**src/rtl/bit_serializer_if.sv**
```systemverilog
// rtl/bit_serializer_if.sv - word-in / bit-out bundle for bit_serializer
//
// Purpose: groups the parallel word handshake, the hold control and the
// serial bit outputs of bit_serializer into one bundle.
// Signals:
//   din[WIDTH-1:0]  parallel word (master -> serializer)
//   din_valid       din is valid this cycle
//   din_ready       serializer accepts din at this rising edge
//   hold            freezes the bit stream while high
//   x               serial bit to the sequence detector
//   x_valid         x carries a live data bit this cycle
//   busy            a word is being shifted
interface bit_serializer_if #(
  parameter int WIDTH = 8
);
  logic [WIDTH-1:0] din;
  logic             din_valid;
  logic             din_ready;
  logic             hold;
  logic             x;
  logic             x_valid;
  logic             busy;

  modport master (
    output din, din_valid, hold,
    input  din_ready, x, x_valid, busy
  );

  modport slave (
    input  din, din_valid, hold,
    output din_ready, x, x_valid, busy
  );
endinterface

```
**src/rtl/bit_serializer.sv**
```systemverilog
// rtl/bit_serializer.sv - parallel-to-serial front end for the Moore sequence detector
//
// Purpose: accepts WIDTH-bit words over a valid/ready handshake and emits
// them one bit per clock on x, qualified by x_valid. Back-to-back words
// stream without an idle cycle; hold pauses the stream.
// Ports:
//   clk    single clock, rising edge
//   reset  asynchronous, active-low reset
//   bus    bit_serializer_if.slave (din/din_valid/din_ready, hold,
//          x/x_valid, busy)
// Parameters:
//   WIDTH      word width, >= 2
//   MSB_FIRST  1: bit WIDTH-1 goes out first, 0: bit 0 goes out first
module bit_serializer #(
  parameter int WIDTH     = 8,
  parameter int MSB_FIRST = 1
) (
  input  logic            clk,
  input  logic            reset,
  bit_serializer_if.slave bus
);

  localparam int            CW   = (WIDTH > 2) ? $clog2(WIDTH) : 1;
  localparam logic [CW-1:0] LAST = CW'(WIDTH - 1);

  typedef enum logic {IDLE, SHIFT} state_t;

  state_t           state;
  logic [WIDTH-1:0] sh;
  logic [CW-1:0]    cnt;
  logic             x_q;
  logic             x_valid_q;
  logic             accept;
  logic             at_last;

  assign at_last = (state == SHIFT) && (cnt == LAST);

  // Ready looks only at registered state and hold, so there is no path
  // from din_valid back to din_ready. Forced low while in reset.
  assign bus.din_ready = reset && !bus.hold && ((state == IDLE) || at_last);
  assign accept        = bus.din_valid && bus.din_ready;

  assign bus.x       = x_q;
  assign bus.x_valid = x_valid_q;
  assign bus.busy    = (state == SHIFT);

  always_ff @(posedge clk or negedge reset) begin
    if (!reset) begin
      state     <= IDLE;
      sh        <= '0;
      cnt       <= '0;
      x_q       <= 1'b0;
      x_valid_q <= 1'b0;
    end else if (bus.hold) begin
      // Everything frozen; only the qualifier drops.
      x_valid_q <= 1'b0;
    end else if (accept) begin
      // Load also covers the last-bit cycle of the previous word, which is
      // what gives gap-free back-to-back streaming.
      state     <= SHIFT;
      sh        <= bus.din;
      cnt       <= '0;
      x_q       <= (MSB_FIRST != 0) ? bus.din[WIDTH-1] : bus.din[0];
      x_valid_q <= 1'b1;
    end else if (state == SHIFT) begin
      if (cnt != LAST) begin
        // x already shows the bit at the output end of sh, so the next bit
        // is the one adjacent to it; sh then moves one place toward x.
        cnt       <= cnt + 1'b1;
        x_q       <= (MSB_FIRST != 0) ? sh[WIDTH-2] : sh[1];
        sh        <= (MSB_FIRST != 0) ? {sh[WIDTH-2:0], 1'b0}
                                      : {1'b0, sh[WIDTH-1:1]};
        x_valid_q <= 1'b1;
      end else begin
        state     <= IDLE;
        cnt       <= '0;
        x_q       <= 1'b0;
        x_valid_q <= 1'b0;
      end
    end else begin
      x_q       <= 1'b0;
      x_valid_q <= 1'b0;
    end
  end

endmodule

```
**src/flat_wrapper.sv**
```systemverilog
// flat-port wrapper written by rule: the top's interface ports become plain ports
module bit_serializer_flat 
#(
  parameter int WIDTH     = 8,
  parameter int MSB_FIRST = 1
)
  (clk, reset, bus_din, bus_din_valid, bus_hold, bus_din_ready, bus_x, bus_x_valid, bus_busy);
  bit_serializer_if #(.WIDTH(WIDTH)) bus_i ();
  input  logic clk;
  input  logic reset;
  input wire logic [$bits(bus_i.din)-1:0] bus_din;
  input wire logic [$bits(bus_i.din_valid)-1:0] bus_din_valid;
  input wire logic [$bits(bus_i.hold)-1:0] bus_hold;
  output wire logic [$bits(bus_i.din_ready)-1:0] bus_din_ready;
  output wire logic [$bits(bus_i.x)-1:0] bus_x;
  output wire logic [$bits(bus_i.x_valid)-1:0] bus_x_valid;
  output wire logic [$bits(bus_i.busy)-1:0] bus_busy;
  assign bus_i.din = bus_din;
  assign bus_i.din_valid = bus_din_valid;
  assign bus_i.hold = bus_hold;
  assign bus_din_ready = bus_i.din_ready;
  assign bus_x = bus_i.x;
  assign bus_x_valid = bus_i.x_valid;
  assign bus_busy = bus_i.busy;
  bit_serializer #(.WIDTH(WIDTH), .MSB_FIRST(MSB_FIRST)) u_core (.clk(clk), .reset(reset), .bus(bus_i));
endmodule
```
**config.mk**
```make
export PLATFORM = sky130hd
export DESIGN_NAME = bit_serializer_flat
export DESIGN_NICKNAME = d
export VERILOG_FILES = /design/src/rtl/bit_serializer_if.sv /design/src/rtl/bit_serializer.sv /design/src/flat_wrapper.sv
export SDC_FILE = /design/constraint.sdc
export NUM_CORES = 1
export LEC_CHECK = 0
export CORE_UTILIZATION = 44
export DETAILED_ROUTE_END_ITERATION = 12
export PLACE_DENSITY = 0.73
export SETUP_SLACK_MARGIN = 0.02
export SKIP_LAST_GASP = 1
export SLEW_MARGIN = 20
export SYNTH_ARGS = -nofsm -noshare
export SYNTH_HDL_FRONTEND = slang
export SYNTH_SLANG_ARGS = --single-unit
```
**constraint.sdc**
```tcl
create_clock -name clk -period 2.05 [get_ports clk]
set_clock_uncertainty 0.05 [all_clocks]
set_input_delay 0.5125 -clock clk [delete_from_list [all_inputs] [get_ports clk]]
set_output_delay 0.5125 -clock clk [all_outputs]
set_load 0.02 [all_outputs]
```
-- Word-level counts from Yosys, hierarchy flattened
Cells that the tools add are included.
- bits in registers: 13
- latch bits: 0
- RAM bits: 0
- ROM bits: 0
- output and inout bits: 4
- word-level logic and storage cells: 33
- memories: 0
- add/subtract/negate cells: 1
- $mul: 0
- divide/modulo/power cells: 0
- order comparisons: 0
- equality and inequality tests: 2
- shift-type cells: 0
- muxes and demuxes: 13
- bitwise operators: 2
- reductions and logical operators: 10
- operators with widths (cell ; count):
    7-bit 2-to-1 mux ; 3
    3-bit 2-to-1 mux ; 3
    1-bit 2-to-1 mux ; 7
    1-bit logical AND ; 4
    2-bit nonzero test ; 2
    3-bit by 1-bit adder with 3-bit output (second input constant) ; 1
    3-bit equality test (second input constant) ; 1
    3-bit != test (second input constant) ; 1
    3-bit AND reduction ; 1
    1-bit inverter ; 2
    2-bit AND reduction ; 1
    1-bit zero test ; 1
    1-bit logical OR ; 1

-- Depth between registers and ports, before layout
Gate-level depths: netlist (run 1).
- word-level depth: 7
- gate-level depth with buffers: 7

-- Worst setup path after synthesis (run 1)
OpenSTA, ideal clock, no wires.
- kind: register to output
- from: register u_core.cnt[0]
- to: output bus_din_ready
- arrival time: 1348 ps
- slack: 139 ps
- cell stages (with the launch flop): 5
- buffers on the path: 0
- path through: dfrtp_1 > ha_1 > ha_1 > and2b_1 > nor3b_1
- cells in the longest elaborated chain, start to end: 4
- ends and longest elaborated chain (element ; line ; text):
    start, declared ; bit_serializer.sv:30 ; logic [CW-1:0] cnt;
    start signal, assigned ; bit_serializer.sv:69 ; cnt <= cnt + 1'b1;
    3-bit equality test ; bit_serializer.sv:36 ; assign at_last = (state == SHIFT) && (cnt == LAST);
    1-bit logical AND ; bit_serializer.sv:36 ;
    1-bit logical OR ; bit_serializer.sv:40 ; assign bus.din_ready = reset && !bus.hold && ((state == IDLE) || at_last);
    1-bit logical AND ; bit_serializer.sv:40 ;
    end, declared ; flat_wrapper.sv:14 ; output wire logic [$bits(bus_i.din_ready)-1:0] bus_din_ready;
Every way passes these cells.

-- Worst setup path after layout (run 1)
Ends and elaborated chain as after synthesis.

==> results.yml, run 1 <==
status:
  status: "complete, no violations"
finish:
  diodes: 0
  multiInputGateArea_um2: 275
  drive_gt1_share_pct: 23.8
  area_delta_synth_final_pct: 43.2
  regArea_um2: 325
  nets: 99
  fillers: 109
place:
  globalplace.congestion: 0.638
  portBuffers: 15
  dp_hpwl_um: 783
routing:
  drt_wl_total_um: 1110
  wl_per_cell_um: 11.2
  via_per_inst: 4.84
  drt_pass1_iterations: 2
  ant_nets: 0
  first_iter_violations: 2
  vias: 479
  drcViolationCount: 0
logic_synthesis:
  synth.area.top_cells: "dfrtp_1 (52%), mux2i_1 (14%), nor2_1 (6.0%)"
  avgSynthCellArea_um2: 11.2
  ys_types: 18
  synth_top_area_share_pct: 52.0
  synthesis.nets: 70
  synth_seq_cells: 13
  synth-seq-area-share_pct: 52.0
  syn_area_um2: 626
  synthCells: 56
  ys_warn_count: 0
  yosysTopAreaCell: "dfrtp_1"
timing:
  finalMaxSlewViolations: 0
  period_share_pct: 98.8
  setup_viol: 0
  period_needed_ns: 2.03
  finalHoldViolCount: 0
  fin_hold_ws_ns: 0.470
  worst_slew_pin_slew_ns: 0.361
  slew_headroom_pct: 75.9
  grt_setup_unrepaired: "true"
  max_freq_mhz: 494
global_routing:
  antenna_found_initial: 0
  first_global_vias: 429
  gr-usage-all-layers_pct: 18.5
  grt_pass1_wl_um: 1800
  overflow: 0
  grt_start_max_net_pins: 16
clocking:
  numCtsBuffers: 3
  clock_latency_ns: 0.28
  cts_buffer_depth: 2
  path_clk_slew_ns: 0.08
  cts.sink_count: 13
  cts_root_buf: "clkbuf_4"
  cts_max_level: 1
  cts_tree: "done"
  cts_hold_buf: 0
setup_path:
  end_kind: "output pin"
  worstPathArrival_ns: 1.46
  path_class: "reg -> out"
  crit_fanout: 2
  crit_required_ns: 1.49
  cp-start-kind: "flip-flop"
floorplan:
  floorplan.initialDensity_pct: 47.5
  die_w_um: 39.7
  die_h_um: 39.7
  ios: 16
  die_area_mm2: 0.00158
  placementRows: 13
  core_mm2: 0.00132
flow_run:
  max_cap_viol_count: 0
pwr:
  p_total_mw: 0.902
  ir_drop_v: 0.000587
  power-per-cell-area_mw_per_mm2: 1010
  power_leakage_nw: 0.393
hold_path:
  hold_path_class: "reg -> reg"
-- critical path, stage by stage, from the launching register on --
cell and delay (ns):
dfrtp_1 0.36, ha_1 0.15, ha_2 0.17, and2b_1 0.19, nor3b_2 0.15, buf_4 0.16
-- routing by layer --
metal / track usage, % / part of all wire, % / vias to the layer above
li1: - / - / 248
met1: 24.2 / 53 / 213
met2: 24.6 / 39 / 13
met3: 5.11 / 3.7 / 5
met4: 15.5 / 3.3 / 0
met5: 0 / 0 / -
-- repair_timing --
action,in CTS,in global routing
setup endpoints to repair,1,1
cloned,0,0
buffers inserted,1,1
resized for setup,8,0
-- final cells by class --
class | count | share of cell area (%)
clock buffer | 4 | 2.93
multi-input combinational | 39 | 30.7
tap | 15 | 2.09
inverter | 2 | 0.838
timing repair buffer | 26 | 27.1
sequential | 13 | 36.3
-- sequential cells by signal, indices dropped and copies added (netlist names) --
register	cells
u_core.bus.busy	1
u_core.sh	7
u_core.cnt	3
u_core.bus.x_valid	1
u_core.bus.x	1
-- cells in the mapped netlist, drive strengths merged --
| cell | n |
|---|---|
| a21o | 1 |
| mux2i | 9 |
| dfrtp | 13 |
| nand2 | 2 |
| nor2 | 10 |
| a221oi | 1 |
| inv | 2 |
| and2b | 1 |
| nor3b | 1 |
| ha | 2 |
| nand2b | 1 |
| buf | 2 |
| a21oi | 8 |
| nor2b | 1 |
| and4b | 1 |
| o21ai | 1 |
-- kinds of logic (layout without fill, tap and decap cells) --
logic type | after synthesis | count (layout) | synth area share, %
flops | 13 | 13 | 52.0
simple gates | 17 | 17 | 13.8
mux | 9 | 9 | 14.4
buf+inv | 4 | 32 | 5.20
fa+ha+maj | 2 | 2 | 4.00
compound gates | 11 | 11 | 10.6
-- placed cells by master (no fill, tap or decap), types with 2 or more instances in the layout --
master,Yosys,layout
mux2i_1,9,9
clkdlybuf4s50_1,0,14
nand2_1,2,2
dfrtp_1,13,13
inv_1,2,2
buf_4,0,11
a21oi_1,7,7
nor2_1,10,10
clkbuf_4,0,3
-- power by group --
part           switching (mW)  leakage, nW  internal, mW
logic                   0.144        0.227         0.196
registers              0.0493        0.151         0.351
clock network          0.0865       0.0150        0.0755
-- path summary, 6_finish.rpt --
check                                           from                         to  slack (ns)  cells past startpoint
min in group asynchronous                      reset  u_core.cnt[1]$_DFFE_PN0P_        0.54                      2
min                         u_core.bus.x$_DFFE_PN0N_   u_core.bus.x$_DFFE_PN0N_        0.47                      2
max in group asynchronous                      reset   u_core.sh[3]$_DFFE_PN0P_        1.24                      2
min reg2reg                 u_core.bus.x$_DFFE_PN0N_   u_core.bus.x$_DFFE_PN0N_        0.47                      2
max                        u_core.cnt[0]$_DFFE_PN0P_              bus_din_ready        0.02                      5
max reg2reg                u_core.cnt[0]$_DFFE_PN0P_   u_core.bus.x$_DFFE_PN0N_        0.25                      7
-- stage by stage --
step / setup slack, ns / cell area [um2] / TNS (ns) / std cells / utilization [%]
2_1_floorplan: 0.139 / 626 / 0 / 56 / -
3_3_place_gp: -0.349 / 850 / -0.645 / 93 / 64.5
3_5_place_dp: -0.355 / 850 / -0.669 / 93 / 64.5
4_1_cts: 0.000867 / 888 / 0 / 98 / 67.4
5_1_grt: -0.0613 / 896 / -0.0613 / 99 / 68.0
6_report: 0.0242 / 896 / 0 / 99 / 68.0
Note: power is estimated with default switching activity, not from simulation.
==> inputs of run 2 (changes only) <==
--- a/config.mk
+++ b/config.mk
@@ -5,10 +5,10 @@
 export SDC_FILE = /design/constraint.sdc
 export NUM_CORES = 1
 export LEC_CHECK = 0
-export CORE_UTILIZATION = 44
+export CORE_UTILIZATION = 41
 export DETAILED_ROUTE_END_ITERATION = 12
-export PLACE_DENSITY = 0.73
-export SETUP_SLACK_MARGIN = 0.02
+export PLACE_DENSITY = 0.72
+export SETUP_SLACK_MARGIN = 0.15
 export SKIP_LAST_GASP = 1
 export SLEW_MARGIN = 20
 export SYNTH_ARGS = -nofsm -noshare
==> constraint.sdc (replaced) <==
create_clock -name clk -period 1.6 [get_ports clk]
set_clock_uncertainty 0.05 [all_clocks]
set_input_delay 0.4 -clock clk [delete_from_list [all_inputs] [get_ports clk]]
set_output_delay 0.4 -clock clk [all_outputs]
set_load 0.02 [all_outputs]
==> run 2 against run 1 <==
Net effect:
- the flow now finishes with violations (setup timing)
- sequential share of layout area decreased by 3.9 points
- wire length rose by 22%
- design area increased by 12%
- critical path depth is the same
- via count grew 12%
- total power grew 42%
- cell count grew 5.1%
- clock power rose by 24%
- die area up 6.9%
- setup slack got worse by 0.37 ns
- flip-flop and latch count is the same
==> results.yml, run 2 (synthesized netlist as in run 1, its figures left out) <==
status:
  violations: "setup timing"
  status: "finished with violations"
place:
  placed_cells: 94
  post-place-ws_ns: -0.540
  portBuffers: 15
  dp_hpwl_um: 883
  globalplace.congestion: 0.666
timing:
  fin_hold_ws_ns: 0.427
  period_share_pct: 122
  setup_viol: 13
  finalHoldViolCount: 0
  fin_setup_tns_ns: -1.98
  fin_ws_ns: -0.345
  grt_setup_unrepaired: "true"
  period_needed_ns: 1.95
  worst_slew_pin_slew_ns: 0.252
  slew_headroom_pct: 82.7
  finalMaxSlewViolations: 0
  max_freq_mhz: 514
clocking:
  clock_latency_ns: 0.27
  cts_hold_buf: 0
  numCtsBuffers: 3
  cts.sink_count: 13
  cts_root_buf: "clkbuf_4"
  cts_buffer_depth: 2
  cts_max_level: 1
  cts_tree: "done"
  path_clk_slew_ns: 0.08
floorplan:
  core_mm2: 0.00137
  ios: 16
  placementRows: 13
  floorplan.initialDensity_pct: 45.8
  die_w_um: 41.1
  die_h_um: 41.1
  die_area_mm2: 0.00169
global_routing:
  antenna_found_initial: 0
  grt_use_met1_pct: 22.0
  met3_usage_pct: 4.89
  grt_busiest_layer: "met2"
  first_global_vias: 457
  grt_pass1_wl_um: 1970
  grt_start_max_net_pins: 17
  gr-usage-all-layers_pct: 18.5
  met2_usage_pct: 30.1
  overflow: 0
pwr:
  ir_drop_v: 0.000842
  power-per-cell-area_mw_per_mm2: 1280
  p_total_mw: 1.29
  power_leakage_nw: 0.433
setup_path:
  crit_required_ns: 1.15
  cp-start-kind: "flip-flop"
  worstPathArrival_ns: 1.50
  path_class: "reg -> out"
  crit_fanout: 2
  end_kind: "output pin"
finish:
  largest_reg_flops: 7
  mostFrequentLayoutCells: "dfrtp_1 (13), clkdlybuf4s50_1 (11), buf_4 (11)"
  drive_gt1_share_pct: 36.0
  area_delta_synth_final_pct: 60.2
  regMostFlops: "u_core.sh"
  finalNonFillerCells: 104
  diodes: 0
  reg_top3: "u_core.sh (7), u_core.cnt (3)"
  nets: 104
  layout_commonest_cell: "dfrtp_1"
routing:
  via_per_inst: 5.15
  wl_per_cell_um: 12.9
  vias: 536
  first_iter_violations: 7
  drt_wl_total_um: 1350
  drcViolationCount: 0
  drt_pass1_iterations: 2
  ant_nets: 0
flow_run:
  max_cap_viol_count: 0
hold_path:
  hold_path_class: "in -> async"
run 2: what timing repair did:
action,in CTS,in global routing
gates cloned,1,0
setup endpoints to repair,17,14
resized for setup,18,4
setup buffers,3,2
pin swaps,7,2
run 2: worst paths after layout:
path                                           start                         to  slack [ns]  depth (start not counted)
min in group clk            u_core.bus.x$_DFFE_PN0N_   u_core.bus.x$_DFFE_PN0N_        0.47                          2
setup / recovery           u_core.cnt[0]$_DFFE_PN0P_              bus_din_ready       -0.35                          5
hold reg to reg             u_core.bus.x$_DFFE_PN0N_   u_core.bus.x$_DFFE_PN0N_        0.47                          2
hold / removal                                 reset  u_core.cnt[0]$_DFFE_PN0P_        0.43                          2
max in group asynchronous                      reset   u_core.sh[1]$_DFFE_PN0P_        0.90                          2
setup reg to reg           u_core.cnt[1]$_DFFE_PN0P_   u_core.bus.x$_DFFE_PN0N_       -0.23                          8
run 2: area by class of cell:
cell class | instances | area [um2]
Clock buffer | 4 | 26.3
Fill cell | 120 | 364
Inverter | 2 | 7.51
Multi-Input combinational cell | 40 | 344
Sequential cell | 13 | 325
Tap cell | 15 | 18.8
Timing Repair Buffer | 30 | 280
run 2: where the power goes:
group | internal, mW | switching [mW] | leakage, nW
logic | 0.317 | 0.243 | 0.267
registers | 0.450 | 0.0735 | 0.151
clock network | 0.0967 | 0.105 | 0.0150
run 2: routing by layer:
metal	routed length (um)	part of all wire, %	vias to the layer above
met5	0	0	-
met1	566	42	255
met3	76	5.6	2
met2	690	51	16
met4	13	0.97	0
li1	-	-	263
run 2: stage by stage:
| stage | util [%] | cell area (um2) |
|---|---|---|
| after detailed placement | 65.7 | 897 |
| after global placement | 65.7 | 897 |
| after CTS | 71.4 | 976 |
| after floorplan | - | 668 |
| after global routing | 73.4 | 1000 |
| final | 73.4 | 1000 |
run 2: worst max-delay path, stage by stage, from the launching register on:
cell and delay, ns:
dfrtp_1 0.36, ha_2 0.20, ha_4 0.12, and2b_1 0.21, nor3b_4 0.19, buf_6 0.14
